===== src/rtl/n_bit_isqrt_if.sv =====
// Handshake bundle for the integer square-root unit: radicand in, root/remainder out.
// Both sides use valid/ready: a transfer happens on a rising clk edge where valid && ready are both high.
interface n_bit_isqrt_if #(
  parameter int N = 4
);
  logic           in_valid;
  logic           in_ready;
  logic [2*N-1:0] radicand;
  logic           out_valid;
  logic           out_ready;
  logic [N-1:0]   root;
  logic [N:0]     rem;

  modport master (
    output in_valid, radicand, out_ready,
    input  in_ready, out_valid, root, rem
  );

  modport slave (
    input  in_valid, radicand, out_ready,
    output in_ready, out_valid, root, rem
  );
endinterface


===== src/rtl/n_bit_isqrt.sv =====
// Restoring digit-by-digit square root of a 2N-bit radicand, one root bit per clock.
// Outputs are registered; in_ready/out_valid decode the state register only.
module n_bit_isqrt #(
  parameter int N = 4
) (
  input  logic                clk,
  input  logic                rst_n,
  n_bit_isqrt_if.slave        bus,
  output logic [1:0]          state_dbg
);
  localparam int CW = (N > 2) ? $clog2(N) : 1;

  typedef enum logic [1:0] {IDLE = 2'd0, CALC = 2'd1, DONE = 2'd2} state_t;

  state_t         state, state_nx;
  logic [2*N-1:0] x;
  logic [N+1:0]   r;
  logic [N-1:0]   q;
  logic [CW-1:0]  cnt;
  logic [N-1:0]   root_r;
  logic [N:0]     rem_r;

  logic [N+1:0]   r_sh, t, r_nx;
  logic [N-1:0]   q_nx;
  logic           ge;

  // State register
  always_ff @(posedge clk or negedge rst_n) begin
    if (!rst_n) state <= IDLE;
    else        state <= state_nx;
  end

  // Next-state logic
  always_comb begin
    state_nx = state;
    case (state)
      IDLE:    if (bus.in_valid)      state_nx = CALC;
      CALC:    if (cnt == '0)         state_nx = DONE;
      DONE:    if (bus.out_ready)     state_nx = IDLE;
      default:                        state_nx = IDLE;
    endcase
  end

  // Output decode
  always_comb begin
    bus.in_ready  = (state == IDLE);
    bus.out_valid = (state == DONE);
    bus.root      = root_r;
    bus.rem       = rem_r;
    state_dbg     = state;
  end

  // One restoring iteration; the compare guards the subtraction against underflow.
  always_comb begin
    r_sh = (r << 2) | (N+2)'(x[2*N-1 -: 2]);
    t    = {q, 2'b01};
    ge   = (r_sh >= t);
    r_nx = ge ? (r_sh - t) : r_sh;
    q_nx = (q << 1) | N'(ge);
  end

  always_ff @(posedge clk or negedge rst_n) begin
    if (!rst_n) begin
      x      <= '0;
      r      <= '0;
      q      <= '0;
      cnt    <= '0;
      root_r <= '0;
      rem_r  <= '0;
    end else begin
      case (state)
        IDLE: if (bus.in_valid) begin
          x   <= bus.radicand;
          r   <= '0;
          q   <= '0;
          cnt <= CW'(N-1);
        end
        CALC: begin
          x <= x << 2;
          r <= r_nx;
          q <= q_nx;
          if (cnt != '0) begin
            cnt <= cnt - CW'(1);
          end else begin
            // Final remainder is at most 2*root, so N+1 bits always suffice.
            root_r <= q_nx;
            rem_r  <= r_nx[N:0];
          end
        end
        default: ;
      endcase
    end
  end
endmodule


===== src/flat_wrapper.sv =====
// flat-port wrapper written by rule: the top's interface ports become plain ports
module n_bit_isqrt_flat 
#(
  parameter int N = 4
)
  (clk, rst_n, state_dbg, bus_in_valid, bus_radicand, bus_out_ready, bus_in_ready, bus_out_valid, bus_root, bus_rem);
  n_bit_isqrt_if #(.N(N)) bus_i ();
  input  logic clk;
  input  logic rst_n;
  output logic [1:0] state_dbg;
  input wire logic [$bits(bus_i.in_valid)-1:0] bus_in_valid;
  input wire logic [$bits(bus_i.radicand)-1:0] bus_radicand;
  input wire logic [$bits(bus_i.out_ready)-1:0] bus_out_ready;
  output wire logic [$bits(bus_i.in_ready)-1:0] bus_in_ready;
  output wire logic [$bits(bus_i.out_valid)-1:0] bus_out_valid;
  output wire logic [$bits(bus_i.root)-1:0] bus_root;
  output wire logic [$bits(bus_i.rem)-1:0] bus_rem;
  assign bus_i.in_valid = bus_in_valid;
  assign bus_i.radicand = bus_radicand;
  assign bus_i.out_ready = bus_out_ready;
  assign bus_in_ready = bus_i.in_ready;
  assign bus_out_valid = bus_i.out_valid;
  assign bus_root = bus_i.root;
  assign bus_rem = bus_i.rem;
  n_bit_isqrt #(.N(N)) u_core (.clk(clk), .rst_n(rst_n), .bus(bus_i), .state_dbg(state_dbg));
endmodule

===== config.mk =====
export PLATFORM = sky130hd
export DESIGN_NAME = n_bit_isqrt_flat
export DESIGN_NICKNAME = d
export VERILOG_FILES = /design/src/rtl/n_bit_isqrt_if.sv /design/src/rtl/n_bit_isqrt.sv /design/src/flat_wrapper.sv
export SDC_FILE = /design/constraint.sdc
export NUM_CORES = 1
export LEC_CHECK = 0
export ABC_AREA = 1
export CELL_PAD_IN_SITES_DETAIL_PLACEMENT = 0
export CELL_PAD_IN_SITES_GLOBAL_PLACEMENT = 1
export CORE_ASPECT_RATIO = 0.7
export CORE_MARGIN = 5
export CORE_UTILIZATION = 42
export CTS_BUF_LIST = sky130_fd_sc_hd__clkbuf_2 sky130_fd_sc_hd__clkbuf_4 sky130_fd_sc_hd__clkbuf_8
export DETAILED_ROUTE_END_ITERATION = 10
export GPL_TIMING_DRIVEN = 0
export PLACE_DENSITY_LB_ADDON = 0.1
export SLEW_MARGIN = 5
export SYNTH_ARGS = -nofsm -noshare
export SYNTH_HDL_FRONTEND = slang
export SYNTH_SLANG_ARGS = --single-unit

===== constraint.sdc =====
create_clock -name clk -period 2.77 [get_ports clk]
set_input_delay 0.554 -clock clk [delete_from_list [all_inputs] [get_ports clk]]
set_output_delay 0.554 -clock clk [all_outputs]
set_load 0.02 [all_outputs]

==> run metrics <==
run status=completed; Detail Route met2 WL=between 1500 and 2000 microns; Hold WS=~0.29 ns; Die Span X=a little over 80 microns; WL met1=1530 microns; gpl congestion=approximately 0.84; post-synthesis sequential area ratio=0.484; Hold Vio Cnt, Final=0; DP Area=roughly 1800 sq um; top cells by count, synth=nand2_1 (46), dfrtp_1 (29), inv_1 (25); total congestion overflow=0; post_cts resized=0; initial core utilization=0.430; EDFF count, synth=0; Top FF cell, synth=dfrtp_1; CP max stage cell=clkdlybuf4s50_1; diodes inserted=0; H-tree levels=2; FF+latch count, synth=29; post-synthesis cell area=roughly 1500 sq um; area leader, netlist=dfrtp_1; CP Cell Sequence=nor2_1 > clkdlybuf4s50_1; critical path endpoint category=output port; worst hold path class=input pin to async pin; initial antenna violation count=0; Pint=~1.4 mW; vias per cell=between 4 and 5; non-filler instance count after layout=about 250; first-pass GRT wire length=a little under 6000 microns; Clk pwr share=0.127; top layer in use=met4; internal reg-to-reg setup slack=about 1.0 ns; Max Fclk=about 470 MHz; via count=about 1.3k; WP data arrival=roughly 1.6 ns; synthesized area per cell=just under 9 sq um; Final setup viols=0; Pre-antenna DRT Iters=4; clk sinks=29; CTS Buf Count=5; drt total wl=3280 microns; max cap viols=0; Async S/R FF share, synth=1.00; Sw Ratio=0.472; PD cells=about 1400 nW/um^2; # rows=18; worst skew pair latency=0.28 ns; Max FO, Critical Path=6; Leak Pwr=between 0.9 and 1 nW; FF-to-FF path depth=10; CP Data Required Time=2.22 ns; total track usage=0.160; startpoint types=flip-flop; RR Endpoint=u_core.bus.rem[3]; drt wl/cell=~13 microns; nets=approximately 220; hpwl dp=between 2000 and 3000 microns; ratio of cells with drive above 1 in the final layout=0.132; Psw=approximately 1.3 mW; CP max stage delay=0.64 ns; fin crit period=approximately 2.1 ns; most frequent cell after synthesis=nand2_1; Die Area=4890 sq um; Setup TNS Final=0 ns; Initial DRC Count=between 40 and 50; post-synth net total=between 150 and 200; post-CTS repair timing setup buffer count=0; Post-Place Cells=between 200 and 250; clk buf depth=2; Worst Skew=0.00597 ns; Pins Over Slew Limit=0; relative slew slack=0.580; synth-to-layout area growth=25.6%; core region area=approximately 3500 sq um; Comb power frac=0.602; vias in the first global route=around 1.3k; DRC=0; design area=between 1500 and 2000 sq um; post-synth top area share=0.484; Synth area leaders=dfrtp_1 (48%), nand2_1 (12%), inv_1 (6.3%), ha_1 (5.8%), nand3_1 (4.3%); TritonCTS clock tree=built; post-route ant nets=0; Die H=roughly 60 microns; peak supply drop=about 560 uV; clk root buf=clkbuf_8; warnings from Yosys=0; CTS Hold Bufs=0; Slew @ Worst Pin=around 0.63 ns; Reg power frac=0.271; worst setup path class=flip-flop to output port; DR WL met3=around 180 microns; fin crit share=0.773; gate count after technology mapping=172; largest net degree at the start of global routing=30; Port Buf Inserts=24; Crit Reg-Reg Startpoint=u_core.q[1]; unrepaired setup endpoints after global routing=no; Distinct cells, synth=26; Top Ports=25; clk slew on worst S/H paths=0.06 ns
==> area by class of cell <==
cell class	count	area, sq um
inverter	29	114
clock inverter	3	17.5
timing repair buffer	24	235
buffer	4	35.0
multi-input combinational	110	626
fill	326	1610
sequential	29	726
clock buffer	5	68.8
tap	50	62.6
==> worst max path at each step <==
| stage | from | cells past startpoint | endpoint |
|---|---|---|---|
| final | u_core.state_dbg[0] | 2 | bus_in_ready |
| after global routing | u_core.state_dbg[0] | 2 | bus_in_ready |
| after CTS | u_core.state_dbg[0] | 2 | bus_in_ready |
| after detailed placement | rst_n | 1 | u_core.bus.rem[0] |
| after global placement | rst_n | 1 | u_core.bus.rem[0] |
| after floorplan | u_core.q[1] | 10 | u_core.bus.rem[3] |
==> power groups by stage <==
stage	sequential, mW	clock (mW)	combinational [mW]
6_report	0.719	0.338	1.60
5_1_grt	0.742	0.361	1.81
4_1_cts	0.719	0.346	1.61
3_5_place_dp	0.726	0	1.60
3_3_place_gp	0.718	0	1.56
2_1_floorplan	0.796	0	1.06
==> kinds of logic (layout without fill, tap and decap cells) <==
kind of cell,count (synthesis),in the layout,share of synthesized area
buffers and inverters,33,65,0.0992
adders and majority gates,7,7,0.0584
AOI/OAI and AO/OA,30,30,0.128
DFF,29,29,0.484
and+or+nand+nor,72,72,0.225
xor gates and xnor gates,1,1,0.00584
==> placed cells by master (no fill, tap or decap) <==
master / instances
a21oi_1: 1
a21oi_2: 1
a31oi_1: 1
buf_2: 2
buf_4: 1
buf_6: 2
clkbuf_8: 5
clkdlybuf4s50_1: 23
clkinv_2: 2
clkinvlp_4: 1
dfrtp_1: 29
ha_1: 7
inv_1: 25
inv_2: 2
inv_4: 2
nand2_1: 46
nand2_4: 1
nand3_1: 13
nand3_2: 2
nand4_1: 5
nor2_1: 3
nor2_2: 1
nor2_8: 1
o211ai_1: 6
o21ai_0: 4
o21ai_1: 9
o21ai_2: 4
o22ai_1: 3
o31ai_1: 1
xor2_1: 1
==> sequential cells by signal (all words and copies together) (netlist names) <==
| register | flops |
|---|---|
| u_core.x | 8 |
| u_core.state_dbg | 2 |
| u_core.r | 4 |
| u_core.q | 4 |
| u_core.bus.rem | 5 |
| u_core.cnt | 2 |
| u_core.bus.root | 4 |
==> metrics by stage <==
| step | setup WS [ns] | utilization | total power, mW |
|---|---|---|---|
| floorplan | 1.31 | - | 1.85 |
| detailed placement | 0.642 | 0.516 | 2.32 |
| finish | 0.629 | 0.540 | 2.65 |
| CTS | 0.610 | 0.541 | 2.67 |
| global placement | 0.689 | 0.516 | 2.28 |
| global route | 0.543 | 0.540 | 2.91 |
==> worst max-delay path, delay by kind of cell (launching register included) <==
| kind | cells | cell delay, ns |
|---|---|---|
| DFF | 1 | 0.46 |
| and+or+nand+nor | 1 | 0.21 |
| buffers and inverters | 1 | 0.64 |
==> layer usage <==
| layer | vias up | global-route usage |
|---|---|---|
| li1 | 624 | - |
| met4 | 0 | 0.0651 |
| met1 | 597 | 0.206 |
| met2 | 35 | 0.258 |
| met3 | 8 | 0.0422 |
| met5 | - | 0 |
No activity file was read; power rests on OpenSTA's default activity.
